`src/rtl/byte_asm_pkg.sv`:
```
// Shared definitions for the byte-to-word assembler.
//   asm_state_t : FSM state encoding (8-bit, matches existing FSM state registers)
//   BYTE_W      : width of one incoming byte
//   slot_lo()   : low bit index of byte slot k inside the assembled word
package byte_asm_pkg;

  localparam int BYTE_W = 8;

  typedef enum logic [7:0] {
    ASM_COLLECT = 8'd0,
    ASM_HOLD    = 8'd1
  } asm_state_t;

  // Slot 0 is the first byte received. With msb_first it sits at the top of
  // the word, otherwise at the bottom.
  function automatic int slot_lo(input int k, input int msb_first, input int bytes_per_word);
    if (msb_first != 0) begin
      return (bytes_per_word - 1 - k) * BYTE_W;
    end
    return k * BYTE_W;
  endfunction

endpackage

```
`src/rtl/byte_word_assembler.sv`:
```
// Reassembles a stream of bytes into one wide word.
//
// Ports:
//   clk        system clock, all state on posedge
//   reset      asynchronous, active-high; clears all state immediately
//   in_data    incoming byte
//   in_valid   in_data is valid this cycle
//   in_ready   block can accept a byte this cycle (registered)
//   flush      single-cycle request to emit the partial word
//   out_data   assembled word, unwritten slots are zero
//   out_count  number of valid bytes in out_data (1..BYTES_PER_WORD)
//   out_valid  out_data/out_count valid
//   out_ready  consumer accepts the word
//   dbg_state  current FSM state, for observation only
//
// Handshake: a transfer happens on a posedge where valid && ready are both
// high. A producer holds its data stable while valid is high and ready is low;
// this block never drops or queues a byte it has not accepted.
//
// The assembly register doubles as out_data, so in HOLD the word is stable
// for free. A word completes or is flushed in COLLECT, the FSM moves to HOLD
// and stays there until out_ready; no byte is taken in the handshake cycle.
module byte_word_assembler
  import byte_asm_pkg::*;
#(
  parameter int BYTES_PER_WORD = 4,
  parameter bit MSB_FIRST      = 1'b1
) (
  input  logic                               clk,
  input  logic                               reset,
  input  logic [BYTE_W-1:0]                  in_data,
  input  logic                               in_valid,
  output logic                               in_ready,
  input  logic                               flush,
  output logic [BYTE_W*BYTES_PER_WORD-1:0]   out_data,
  output logic [3:0]                         out_count,
  output logic                               out_valid,
  input  logic                               out_ready,
  output asm_state_t                         dbg_state
);

  localparam int W  = BYTE_W * BYTES_PER_WORD;
  localparam int CW = $clog2(BYTES_PER_WORD) + 1;

  asm_state_t      state;
  logic [CW-1:0]   cnt;
  logic [CW-1:0]   cnt_next;
  logic [W-1:0]    word;
  logic [W-1:0]    word_ins;
  logic            accept;
  logic            word_full;
  logic            flush_take;

  // Byte insertion and emit decisions for the COLLECT state. cnt_next already
  // includes a byte accepted this cycle, so a flush together with a byte
  // counts that byte.
  always_comb begin
    accept   = in_valid && in_ready;
    cnt_next = cnt + CW'(accept);
    word_ins = word;
    if (accept) begin
      for (int k = 0; k < BYTES_PER_WORD; k++) begin
        if (CW'(k) == cnt) begin
          word_ins[slot_lo(k, int'(MSB_FIRST), BYTES_PER_WORD) +: BYTE_W] = in_data;
        end
      end
    end
    word_full  = accept && (cnt_next == CW'(BYTES_PER_WORD));
    flush_take = flush && (cnt_next != '0);
  end

  // in_ready is registered and reset low, so nothing is accepted while reset
  // is asserted or on the cycle it releases.
  always_ff @(posedge clk or posedge reset) begin
    if (reset) begin
      state     <= ASM_COLLECT;
      cnt       <= '0;
      word      <= '0;
      out_count <= '0;
      out_valid <= 1'b0;
      in_ready  <= 1'b0;
    end else begin
      case (state)
        ASM_COLLECT: begin
          cnt  <= cnt_next;
          word <= word_ins;
          if (word_full || flush_take) begin
            state     <= ASM_HOLD;
            out_valid <= 1'b1;
            in_ready  <= 1'b0;
            out_count <= 4'(cnt_next);
          end else begin
            in_ready  <= 1'b1;
          end
        end
        ASM_HOLD: begin
          // flush is ignored here and not remembered.
          if (out_ready) begin
            state     <= ASM_COLLECT;
            word      <= '0;
            cnt       <= '0;
            out_count <= '0;
            out_valid <= 1'b0;
            in_ready  <= 1'b1;
          end
        end
        default: begin
          state     <= ASM_COLLECT;
          cnt       <= '0;
          word      <= '0;
          out_count <= '0;
          out_valid <= 1'b0;
          in_ready  <= 1'b0;
        end
      endcase
    end
  end

  assign out_data  = word;
  assign dbg_state = state;

endmodule

```
`config.mk`:
```
export PLATFORM = sky130hd
export DESIGN_NAME = byte_word_assembler
export DESIGN_NICKNAME = d
export VERILOG_FILES = /design/src/rtl/byte_asm_pkg.sv /design/src/rtl/byte_word_assembler.sv
export SDC_FILE = /design/constraint.sdc
export NUM_CORES = 1
export LEC_CHECK = 0
export CORE_UTILIZATION = 48
export DETAILED_ROUTE_END_ITERATION = 7
export PLACE_DENSITY = 0.85
export SYNTH_ARGS = -nofsm -noshare
export SYNTH_HDL_FRONTEND = slang
export SYNTH_SLANG_ARGS = --single-unit
export TNS_END_PERCENT = 30
```
`constraint.sdc`:
```
create_clock -name clk -period 3.4 [get_ports clk]
set_input_delay 0.85 -clock clk [delete_from_list [all_inputs] [get_ports clk]]
set_output_delay 0.85 -clock clk [all_outputs]
set_load 0.02 [all_outputs]
```
Word level (Yosys, flattened, before mapping)
Index checks and enable logic that the tools add are counted.
- register bits after elaboration: 49
- input bits: 13
- output and inout bits: 46
- logic and storage cells: 84
- add/sub/neg operators: 5
- eq/ne operators: 8
- reductions and logical operators: 9
- mux-type cells: 48
- shift operators: 8
- operator list (operator ; number):
    $mux 32 ; 17
    $neg 32->33 ; 4
    $shift 8x33->32 const A ; 4
    $shiftx 8x33->32 ; 4
    $bwmux 32 ; 4
    $pmux 32 s2 ; 1
    $mux 5 ; 4
    $mux 8 ; 2
    $pmux 8 s2 ; 1
    $mux 1 ; 12
    $eq 8x1->1 const B ; 1
    $logic_not 8->1 ; 1
    $mux 4 ; 2
    $pmux 4 s2 ; 1
    $eq 2x3->1 const A ; 2
    $ne 2x2->1 const B ; 3
    $pmux 3 s2 ; 1
    $pmux 1 s2 ; 2
    $reduce_and 2->1 ; 2
    $add 3x1->3 ; 1
    $eq 1x3->1 const A ; 1
    $eq 3x3->1 const B ; 1
    $logic_and 1x1->1 ; 3
    $logic_not 3->1 ; 1
    3 further kinds ; 3

Longest topological paths before layout
- depth after elaboration: 21
- depth in mapped cells: 7
- depth with buffers taken out: 6

Worst setup path before layout
No wires, ideal clock.
- path type: in2reg
- from: in in_valid
- to: reg out_count[0]
- library setup time: 0.122 ns
- cell stages on the path: 6
- arrival: 2.175 ns
- data required time: 3.278 ns
- path buffers: 0
- slack: 1.104 ns
- cell sequence: and3_1 -> ha_1 -> nand4b_1 -> a21oi_1 -> o31ai_1 -> a32o_1
- cells in the longest elaborated chain, start to end: 7
- elaborated cells between the ends (all ways): 11
- RTL lines (what ; line ; source):
    from (decl) ; byte_word_assembler.sv:32 ; input logic in_valid,
    $logic_and 1x1->1 * ; byte_word_assembler.sv:58 ; accept = in_valid && in_ready;
    $add 3x1->3 ; byte_word_assembler.sv:59 ; cnt_next = cnt + CW'(accept);
    $eq 3x3->1 / $reduce_bool 3->1 (equally long branches) ; byte_word_assembler.sv:68, byte_word_assembler.sv:69 ;
    $logic_and 1x1->1 (on tied branches) ; byte_word_assembler.sv:68, byte_word_assembler.sv:69 ;
    $logic_or 1x1->1 ; byte_word_assembler.sv:87 ; if (word_full || flush_take) begin
    $ne 2x2->1 (no line) ; n/a ;
    $reduce_and 2->1 (no line) ; n/a ;
    to (signal assigned) ; byte_word_assembler.sv:91 ; out_count <= 4'(cnt_next);
    to (decl) ; byte_word_assembler.sv:36 ; output logic [3:0] out_count,
Every way passes the cells marked *; elsewhere a longest branch is shown, timed or not. The select of a mux whose other input is x is not followed.
A chain may end at the register's enable or synchronous reset.

Final worst setup path
- from: in in_valid
- to: reg out_count[1]
Same word-level chain as after synthesis.

==> results.md <==
* Status: complete, no violations
* Iter 0 DRT Violations at 68
* Crit. End Element: flop
* Top cell type by total area after synthesis: dfrtp_1
* Syn Inst Count at 187
* Hpwl dp at 2670 um
* Layout Cells excl Fill at 282
* H-tree depth at 2
* Slew Viols, Final at 0
* Ant. Diodes at 0
* WL/cell at 13.3 um
* Final WL at 3750 um
* Area growth syn-to-layout at 31.7%
* Critical path class: input pin to flop
* CTS Buffer Depth at 2
* Drt drc at 0
* Layout Skew at 0.00655 ns
* Layout cells sized above 1 at 10.2%
* Global-route met3 utilization at 5.43%
* First-pass GRT wire length at 6270 um
* CTS tree: built
* Startpoint Class: input pin
* Synth Register Bits at 40
* Grt met1 use at 27.9%
* Cell Pwr Density at 810 nW/um^2
* IO buf count at 50
* CTS sink count at 40
* GR met2 Demand/Resource at 31.4%
* Cell row count at 21
* Max incr delay on CP at 0.49 ns
* Min-Delay Path Class: flop to flop
* Synth Cell Area at 1820 um^2
* Synth async-reset ratio at 100%
* TritonCTS buffer count at 5
* Initial Util at 52.3%
* Root Buffer: clkbuf_8
* GRT Util Overall at 20.6%
* Peak VDD IR at 0.000409 V
* Post-CTS Hold Buffers at 0
* Largest net degree at the start of global routing at 41
* MaxCap Viol Count at 0
* Die Height at 63.5 um
* Critical Path AT at 2.89 ns
* GR Overflow Total at 0
* Finished Cell Area at 2390 um^2
* CTS resizes at 0
* Final Util at 68.9%
* RSZ-0062 raised after global routing: no
* Placed cells at 274
* Synth unique cells at 31
* GPL Wtd Cong at 0.796
* Synthesized area per cell at 9.71 um^2
* Required @ worst endpoint at 3.56 ns
* Post-CTS setup buffers at 0
* Buf/Inv on CP at 1
* Total power at 1.94 mW
* Highest Clock Rate at 366 MHz
* Critical-path maximum fanout at 5
* Top-area cell type share of the netlist area at 55.1%
* Crit-path slowest cell: clkdlybuf4s50_1
* Setup TNS at 0 ns
* Fillers at 269
* Vias per Instance at 5.04
* Die area at 4030 um^2
* Final setup fails at 0
* Cell family with most CP delay: compound AO/OA/AOI/OAI gates
* Post-route ant nets at 0
* Crit-path cells: clkdlybuf4s50_1, and3_1, ha_1, nand4b_1, a21oi_1, o31ai_1, a32o_1
* Clk slew on worst S/H paths at 0.07 ns
* Post-synthesis sequential area ratio at 55.1%
* Synthesis warning total at 0
* Leak at 1.07 nW
* Via count at 1421
* Worst-Margin Slew at 0.758 ns
* Die Span X at 63.5 um
* Initial antenna violation count at 0
* Rel. slew slack at 49.3%
* Vias in the first global route at 1267
* Final #Nets at 249
* Final Hold Fails at 0
* Dpl cell area at 2300 um^2
* Clock latency on the worst-skew pair at 0.28 ns
* Ranking of synthesized cells by area: dfrtp_1 55%, nand2_1 11%, o21ai_0 6.9%
* EDFF count, synth at 0
* DRT Pass-1 Iters at 4
* # IOs at 59
* Global routing's busiest layer: met2
* Tmin final at 2.73 ns
* Period utilization at 80.3%
* Primary FF master, synth: dfrtp_1
* Core Footprint at 3470 um^2
-- per-layer routing --
layer / vias to the layer above / routed length [um] / part of all wire [%]
li1: 697 / - / -
met1: 671 / 1720 / 46
met2: 47 / 1790 / 48
met3: 6 / 173 / 4.6
met4: 0 / 65 / 1.7
met5: - / 0 / 0
-- final cells by class --
class                   count  area [um^2]  area share [%]
clock buffers               8         90.1            3.77
repair buffers             54          531            22.2
inverters                  11         41.3            1.73
multi-input cells         123          671            28.0
well taps                  46         57.6            2.41
flip-flops and latches     40         1000            41.9
-- logic make-up (layout without fill, tap and decap cells) --
group           after synthesis  count (layout)  share of synthesized area (%)
other cells                   1               8                          0.207
simple gates                 70              70                           19.0
fa+ha+maj                     1               1                          0.689
flops                        40              40                           55.1
compound gates               42              42                           14.6
xor+xnor                      2               2                          0.965
buf+inv                      31              73                           9.37
-- worst paths after layout --
kind / slack [ns] / startpoint / cells past startpoint / endpoint
worst max register to register: 1.28 / cnt[0] / 6 / out_count[1]
worst min register to register: 0.51 / out_data[23] / 2 / out_data[23]
max in group asynchronous: 2.06 / reset / 3 / out_count[1]
worst min-delay path: 0.51 / out_data[23] / 2 / out_data[23]
worst max-delay path: 0.67 / in_valid / 7 / out_count[1]
min in group asynchronous: 1.00 / reset / 3 / out_data[20]
-- metrics by stage --
step | hold slack, ns | worst slack [ns]
after floorplan | 0.572 | 1.10
after global placement | 0.488 | 0.479
after detailed placement | 0.491 | 0.394
after CTS | 0.510 | 0.681
after global routing | 0.537 | 0.518
final | 0.507 | 0.669
-- Yosys cell counts (2+ instances only) --
cell      instances
nand3_2           2
o21ai_0          25
inv_1            11
buf_2             4
nand3_1           7
nand2_1          52
o21ai_2           8
buf_4             9
clkbuf_1          5
a32o_1            3
buf_6             2
dfrtp_1          40
-- layout by cell type, fill, tap and decap left out, types with 2 or more instances in the layout --
master / count
a32o_1: 3
buf_4: 4
clkbuf_1: 2
clkbuf_8: 6
clkdlybuf4s50_1: 50
conb_1: 8
dfrtp_1: 40
inv_1: 11
nand2_1: 52
nand3_1: 7
nand3_2: 2
o21ai_0: 25
o21ai_2: 8
-- state kept, by name, summed over array words and instances, names as in the netlist --
signal / flops
cnt: 3
out_data: 32
in_ready: 1
out_count: 3
out_valid: 1
-- power by group --
group / leakage, nW / internal [mW] / switching [mW] / total, mW
combinational: 0.487 / 0.399 / 0.465 / 0.865
clock: 0.0455 / 0.165 / 0.146 / 0.311
sequential: 0.535 / 0.633 / 0.129 / 0.761
total: 1.07 / 1.20 / 0.739 / 1.94
-- worst reg2reg max path, delay by kind of cell (launching register included) --
kind	cells	cell delay (ns)
simple gates	2	0.39
flops	1	0.48
fa+ha+maj	1	0.32
compound gates	3	0.83
(Power assumes the default switching activity.)
